<file path="config.mk">
export PLATFORM = sky130hd
export DESIGN_NAME = ram_shadow
export DESIGN_NICKNAME = d
export VERILOG_FILES = /design/src/rtl/ram_chk_pkg.sv /design/src/rtl/ram_shadow.sv
export SDC_FILE = /design/constraint.sdc
export NUM_CORES = 1
export LEC_CHECK = 0
export BUFFER_PORTS_ARGS = -buffer_cell sky130_fd_sc_hd__buf_2
export CAP_MARGIN = 20
export CORE_UTILIZATION = 56
export DETAILED_ROUTE_END_ITERATION = 7
export PLACE_DENSITY = 0.8
export SKIP_LAST_GASP = 1
export SYNTH_ARGS = -nofsm -noshare
export SYNTH_HDL_FRONTEND = slang
export SYNTH_SLANG_ARGS = --single-unit
</file>
<file path="constraint.sdc">
create_clock -name clk -period 1.7 [get_ports clk]
set_input_delay 0.085 -clock clk [delete_from_list [all_inputs] [get_ports clk]]
set_output_delay 0.085 -clock clk [all_outputs]
set_load 0.1 [all_outputs]
</file>
<file path="src/rtl/ram_chk_pkg.sv">
// Shared types and default widths for the RAM read-back checker.
// Status encoding is what the ILA/LEDs decode, so the values are fixed.
package ram_chk_pkg;

    localparam int ADDR_W_DEF = 5;
    localparam int DATA_W_DEF = 8;
    localparam int CNT_W_DEF  = 16;

    typedef enum logic [1:0] {
        IDLE = 2'd0,
        PASS = 2'd1,
        FAIL = 2'd2
    } status_t;

    // Tag layout at the default widths; the top re-declares it at its own widths.
    typedef struct packed {
        logic                  valid;
        logic                  known;
        logic [ADDR_W_DEF-1:0] addr;
        logic [DATA_W_DEF-1:0] exp;
    } tag_t;

endpackage

</file>
<file path="src/rtl/ram_shadow.sv">
// Shadow copy of the RAM: one write port, one combinational read port,
// plus a per-address "written since reset" bit.
module ram_shadow
    import ram_chk_pkg::*;
#(
    parameter int ADDR_W = ADDR_W_DEF,
    parameter int DATA_W = DATA_W_DEF
) (
    input  logic              clk,
    input  logic              rst,
    input  logic              wr_en,
    input  logic [ADDR_W-1:0] wr_addr,
    input  logic [DATA_W-1:0] wr_data,
    input  logic [ADDR_W-1:0] rd_addr,
    output logic [DATA_W-1:0] rd_data,
    output logic              rd_known
);

    localparam int DEPTH = 2 ** ADDR_W;

    logic [DATA_W-1:0] mem [DEPTH];
    logic [DEPTH-1:0]  known;

    // Data has no reset; only the known bits decide whether a read is checked.
    always_ff @(posedge clk) begin
        if (wr_en) mem[wr_addr] <= wr_data;
    end

    always_ff @(posedge clk) begin
        if (rst)        known          <= '0;
        else if (wr_en) known[wr_addr] <= 1'b1;
    end

    assign rd_data  = mem[rd_addr];
    assign rd_known = known[rd_addr];

endmodule

</file>
**After elaboration in Yosys (flattened, before gate mapping)**

Memory sizes are Yosys's and may differ from the RTL's.
Index checks and enable logic that the tools add are counted.

- Reduce and logical (&&, ||, !) cells: 1
- Bitwise logic cells: 1
- Multiplexer cells: 6
- $lt $le $gt $ge: 3

Operators by type and width:

| kind | count |
|---|---|
| $or A32 B32 Y32 | 1 |
| $lt A5 B6 Y1 const B | 2 |
| $bmux W1 S5 | 1 |
| $demux W1 S5 | 1 |
| $ge A5 B1 Y1 const B | 1 |
| $mux W1 | 4 |
| $logic_and A1 B1 Y1 | 1 |

- Register bits: 32
- RAM bits: 256
- Output and inout port bits: 9
- Memories: 1

Memory list:

| name | depth | bits a word | read ports | clocked after Yosys merged registers in | wr ports | RTL line | source |
|---|---|---|---|---|---|---|---|
| mem | 32 | 8 | 1 | 0 | 1 | ram_shadow.sv:21 | `logic [DATA_W-1:0] mem [DEPTH];` |

**Depth between registers and ports, before layout**

- Word-level depth: 5
- Mapped depth: 5
- Depth with buffers taken out: 3

**Least setup slack after synthesis**

No wires, ideal clock.

- Path type: in2out
- Start: input rd_addr[2]
- End: output rd_data[0]
- Arrival time: 1.986 ns
- Cell stages on the path: 5
- Slack: -0.371 ns
- Cell sequence: clkbuf_1 buf_1 mux4_2 mux4_2 mux2_2

- Word-level cells in the longest chain between the ends: 1

Ends and longest elaborated chain:

| item | RTL line | source |
|---|---|---|
| from (decl) | ram_shadow.sv:14 | `input logic [ADDR_W-1:0] rd_addr,` |
| $mem_v2 Z32 W8 | - |  |
| to (decl) | ram_shadow.sv:15 | `output logic [DATA_W-1:0] rd_data,` |

Every way passes these cells.

**Final worst setup path**

- Start: memory mem[23][3] in the netlist's numbering
- End: output rd_data[3]

- Word-level cells in the longest chain between the ends: 1

Ends and longest elaborated chain:

| item | RTL line |
|---|---|
| from (decl) | ram_shadow.sv:21 |
| $mem_v2 Z32 W8 | - |

Every way passes these cells.

==> key figures <==
Status
  • Status: finished with violations
  • Violated checks: negative setup slack

Detailed routing
  • Final antenna-violating net count: 0
  • DR DRC count: 0
  • Initial drt markers: roughly 730
  • Drt total wl: approximately 24 mm
  • Vias/cell: about 6.3
  • Average wire per standard cell: approximately 27 um
  • Number of iterations in the first detailed-routing pass: 5
  • Vias: roughly 5,800

Clock network
  • H-tree levels: 1
  • Post-CTS setup buffer count: 0
  • CTS buffer count: 27
  • Clk sinks: about 290
  • Worst-path clk slew: around 60 ps
  • Root Driver: clkbuf_16
  • CTS tree: yes
  • Skew-Pair Late Insertion Delay: approximately 530 ps
  • Clock buffer depth: 3

Worst setup path
  • Required @ worst endpoint: 1620 ps
  • Worst reg-to-reg path cell count: 3
  • Worst path cell trace: mux4_2 -> mux4_2 -> mux2_4 -> buf_12
  • Worst-path fanout max: 1
  • Reg-to-Reg Start: known[8]
  • Top delay family on crit path: multiplexers
  • WP data arrival: between 2000 and 2500 ps
  • Crit path largest cell delay: around 540 ps
  • R2r endpoint: known[8]
  • Crit-path slowest cell: mux4_2
  • Crit path launch type: register
  • Path type of the worst setup path: register to output pin
  • Worst Path Buf+Inv: 1
  • CP endpoint kind: output pin
  • Setup slack, reg-to-reg: roughly 970 ps
  • CP dominant cell by count: mux4_2

Synthesis
  • Most numerous cell in the Yosys netlist: edfxtp_1
  • Largest cells by area after synthesis: edfxtp_1 (69%), mux4_2 (18%), dfxtp_1 (5.7%)
  • Most common library cells after synthesis: edfxtp_1 (256), mux4_2 (90), nor2_1 (65)
  • Avg Cell Area, Syn: 20.7 um2
  • Ys Warns: 0
  • Main synth FF type: edfxtp_1
  • Top cell type's share of synthesized area: 0.686
  • Count of different cell masters after synthesis: 20
  • Synth Instances: 542
  • Post-synth EDFFs: ~260
  • #FFs+latches synth: between 200 and 300
  • Synthesized area: about 11,000 um2
  • Syn Nets: 563
  • Post-synth top area cell: edfxtp_1
  • Asr flop ratio synth: 0
  • Sequential-to-total area share from yosys stat: 0.744

Placement
  • GPL Wtd Cong: a little over 0.8
  • Post-DP HPWL: about 15 mm
  • IO buf count: 29

Floorplan
  • Placeable Area: between 15,000 and 20,000 um2
  • Starting Density: 0.574
  • Total die area: between 20,000 and 25,000 um2
  • Die width: around 140 um
  • # IOs: 30
  • DIE HEIGHT: roughly 140 um
  • FP Rows: 51

Global routing
  • First-pass GRT wire length: around 36 mm
  • Vias in the first global route: 5,852
  • GR Overflow Total: 0
  • Largest net degree at the start of global routing: 33
  • Global Route Usage Sum: 0.249
  • Initial antenna violation count: 0

Timing
  • WHS: roughly 21 ps
  • Fin Setup TNS: -7220 ps
  • Worst-margin pin slew: around 680 ps
  • Final setup violating endpoints: 9
  • Hold Fails Final Rpt: 0
  • Period utilization: 1.51
  • RSZ-0062 raised after global routing: true
  • Max-slew headroom: 0.548
  • Setup ws final: -862 ps
  • Crit path time final: around 2600 ps
  • Achievable Freq: between 300 and 400 MHz
  • Final Max Tran Viols: 0
  • Clock skew: 0 ps

Power
  • Pwr Total: ~15 mW
  • VDD IR-drop max: roughly 0.93 mV
  • Leakage: 4.36 nW
  • PwrDens: ~1200 nW/um2

Cells and area
  • # nets final: 643
  • Share of cells above drive strength 1: 0.359
  • Antenna Cells: 0
  • Fillcell total: 1,191
  • Area Growth Syn to Fin: 17.5%

Run
  • Max Cap Violations: 0

Hold path
  • Tightest Hold Check Type: input port to register
  • Hold_sp: rst
  • Min-Delay Endpoint: known[29]
  • Cell depth of the worst min-delay path: 2
## layout make-up
type | count | area [um2] | area share
Sequential cell | 288 | 8330 | 0.633
Multi-Input combinational cell | 220 | 2740 | 0.208
Timing Repair Buffer | 85 | 841 | 0.0639
Clock buffer | 30 | 687 | 0.0522
Tap cell | 265 | 332 | 0.0252
Clock inverter | 20 | 224 | 0.0170
## worst max-delay path by stage
stage | from | depth (start not counted) | slack [ps] | to
3_5_place_dp | rd_addr[0] | 7 | -570 | rd_data[2]
2_1_floorplan | rd_addr[0] | 5 | -110 | rd_data[0]
3_3_place_gp | rd_addr[0] | 7 | -520 | rd_data[0]
6_report | mem[23][3] | 4 | -860 | rd_data[3]
5_1_grt | mem[23][3] | 4 | -900 | rd_data[3]
4_1_cts | mem[23][3] | 4 | -880 | rd_data[3]
## sequential cells by signal, summed over array words and instances, names as in the netlist
name,flops
known,32
mem,256
## cell families after synthesis
family,after synthesis,synth area share
compound gates,32,0.0143
buf+inv,34,0.0146
flops,288,0.744
mux,99,0.190
simple gates,89,0.0374
## what timing repair did
item / CTS / global route
resized for setup: 37 / 0
hold buffers: 0 / 0
setup endpoints to repair: 9 / 9
## per-stage QoR
stage | utilization | instances | setup slack, ps | cell area (um2)
2_1_floorplan | - | 542 | -108 | 11400
3_3_place_gp | 0.620 | 858 | -520 | 12100
3_5_place_dp | 0.620 | 858 | -569 | 12100
4_1_cts | 0.674 | 908 | -881 | 13200
5_1_grt | 0.674 | 908 | -895 | 13200
6_report | 0.674 | 908 | -862 | 13200
## power breakdown
| part | switching [mW] | internal, mW | total, mW |
|---|---|---|---|
| sequential | 0.0255 | 7.78 | 7.81 |
| clock | 2.51 | 3.66 | 6.17 |
| combinational | 0.695 | 0.488 | 1.18 |
| total | 3.23 | 11.9 | 15.2 |
## routing by layer
layer / vias to the layer above / track usage / share of wire
met5: - / 0 / 0
met4: 0 / 0.0767 / 0.035
met3: 65 / 0.0390 / 0.083
met2: 349 / 0.413 / 0.50
met1: 2963 / 0.344 / 0.38
li1: 2380 / - / -
## layout by cell type, fill, tap and decap left out
cell type   instances
and3_1              2
buf_2              19
bufinv_16           5
clkinv_2            8
edfxtp_1          256
dfxtp_1            31
buf_4              46
or3_1               1
and3b_1             5
inv_6               1
mux2_4              9
nand3_1             2
clkbuf_1            3
clkbuf_16          27
nor2_1             65
clkinv_1            4
clkinvlp_2          2
nand2_1             1
a21oi_1            32
nand3b_1            5
or3b_2              3
buf_12             20
nor3_1              1
nor3b_1             4
dfxtp_2             1
mux4_2             90
Note: power is estimated with default switching activity, not from simulation.
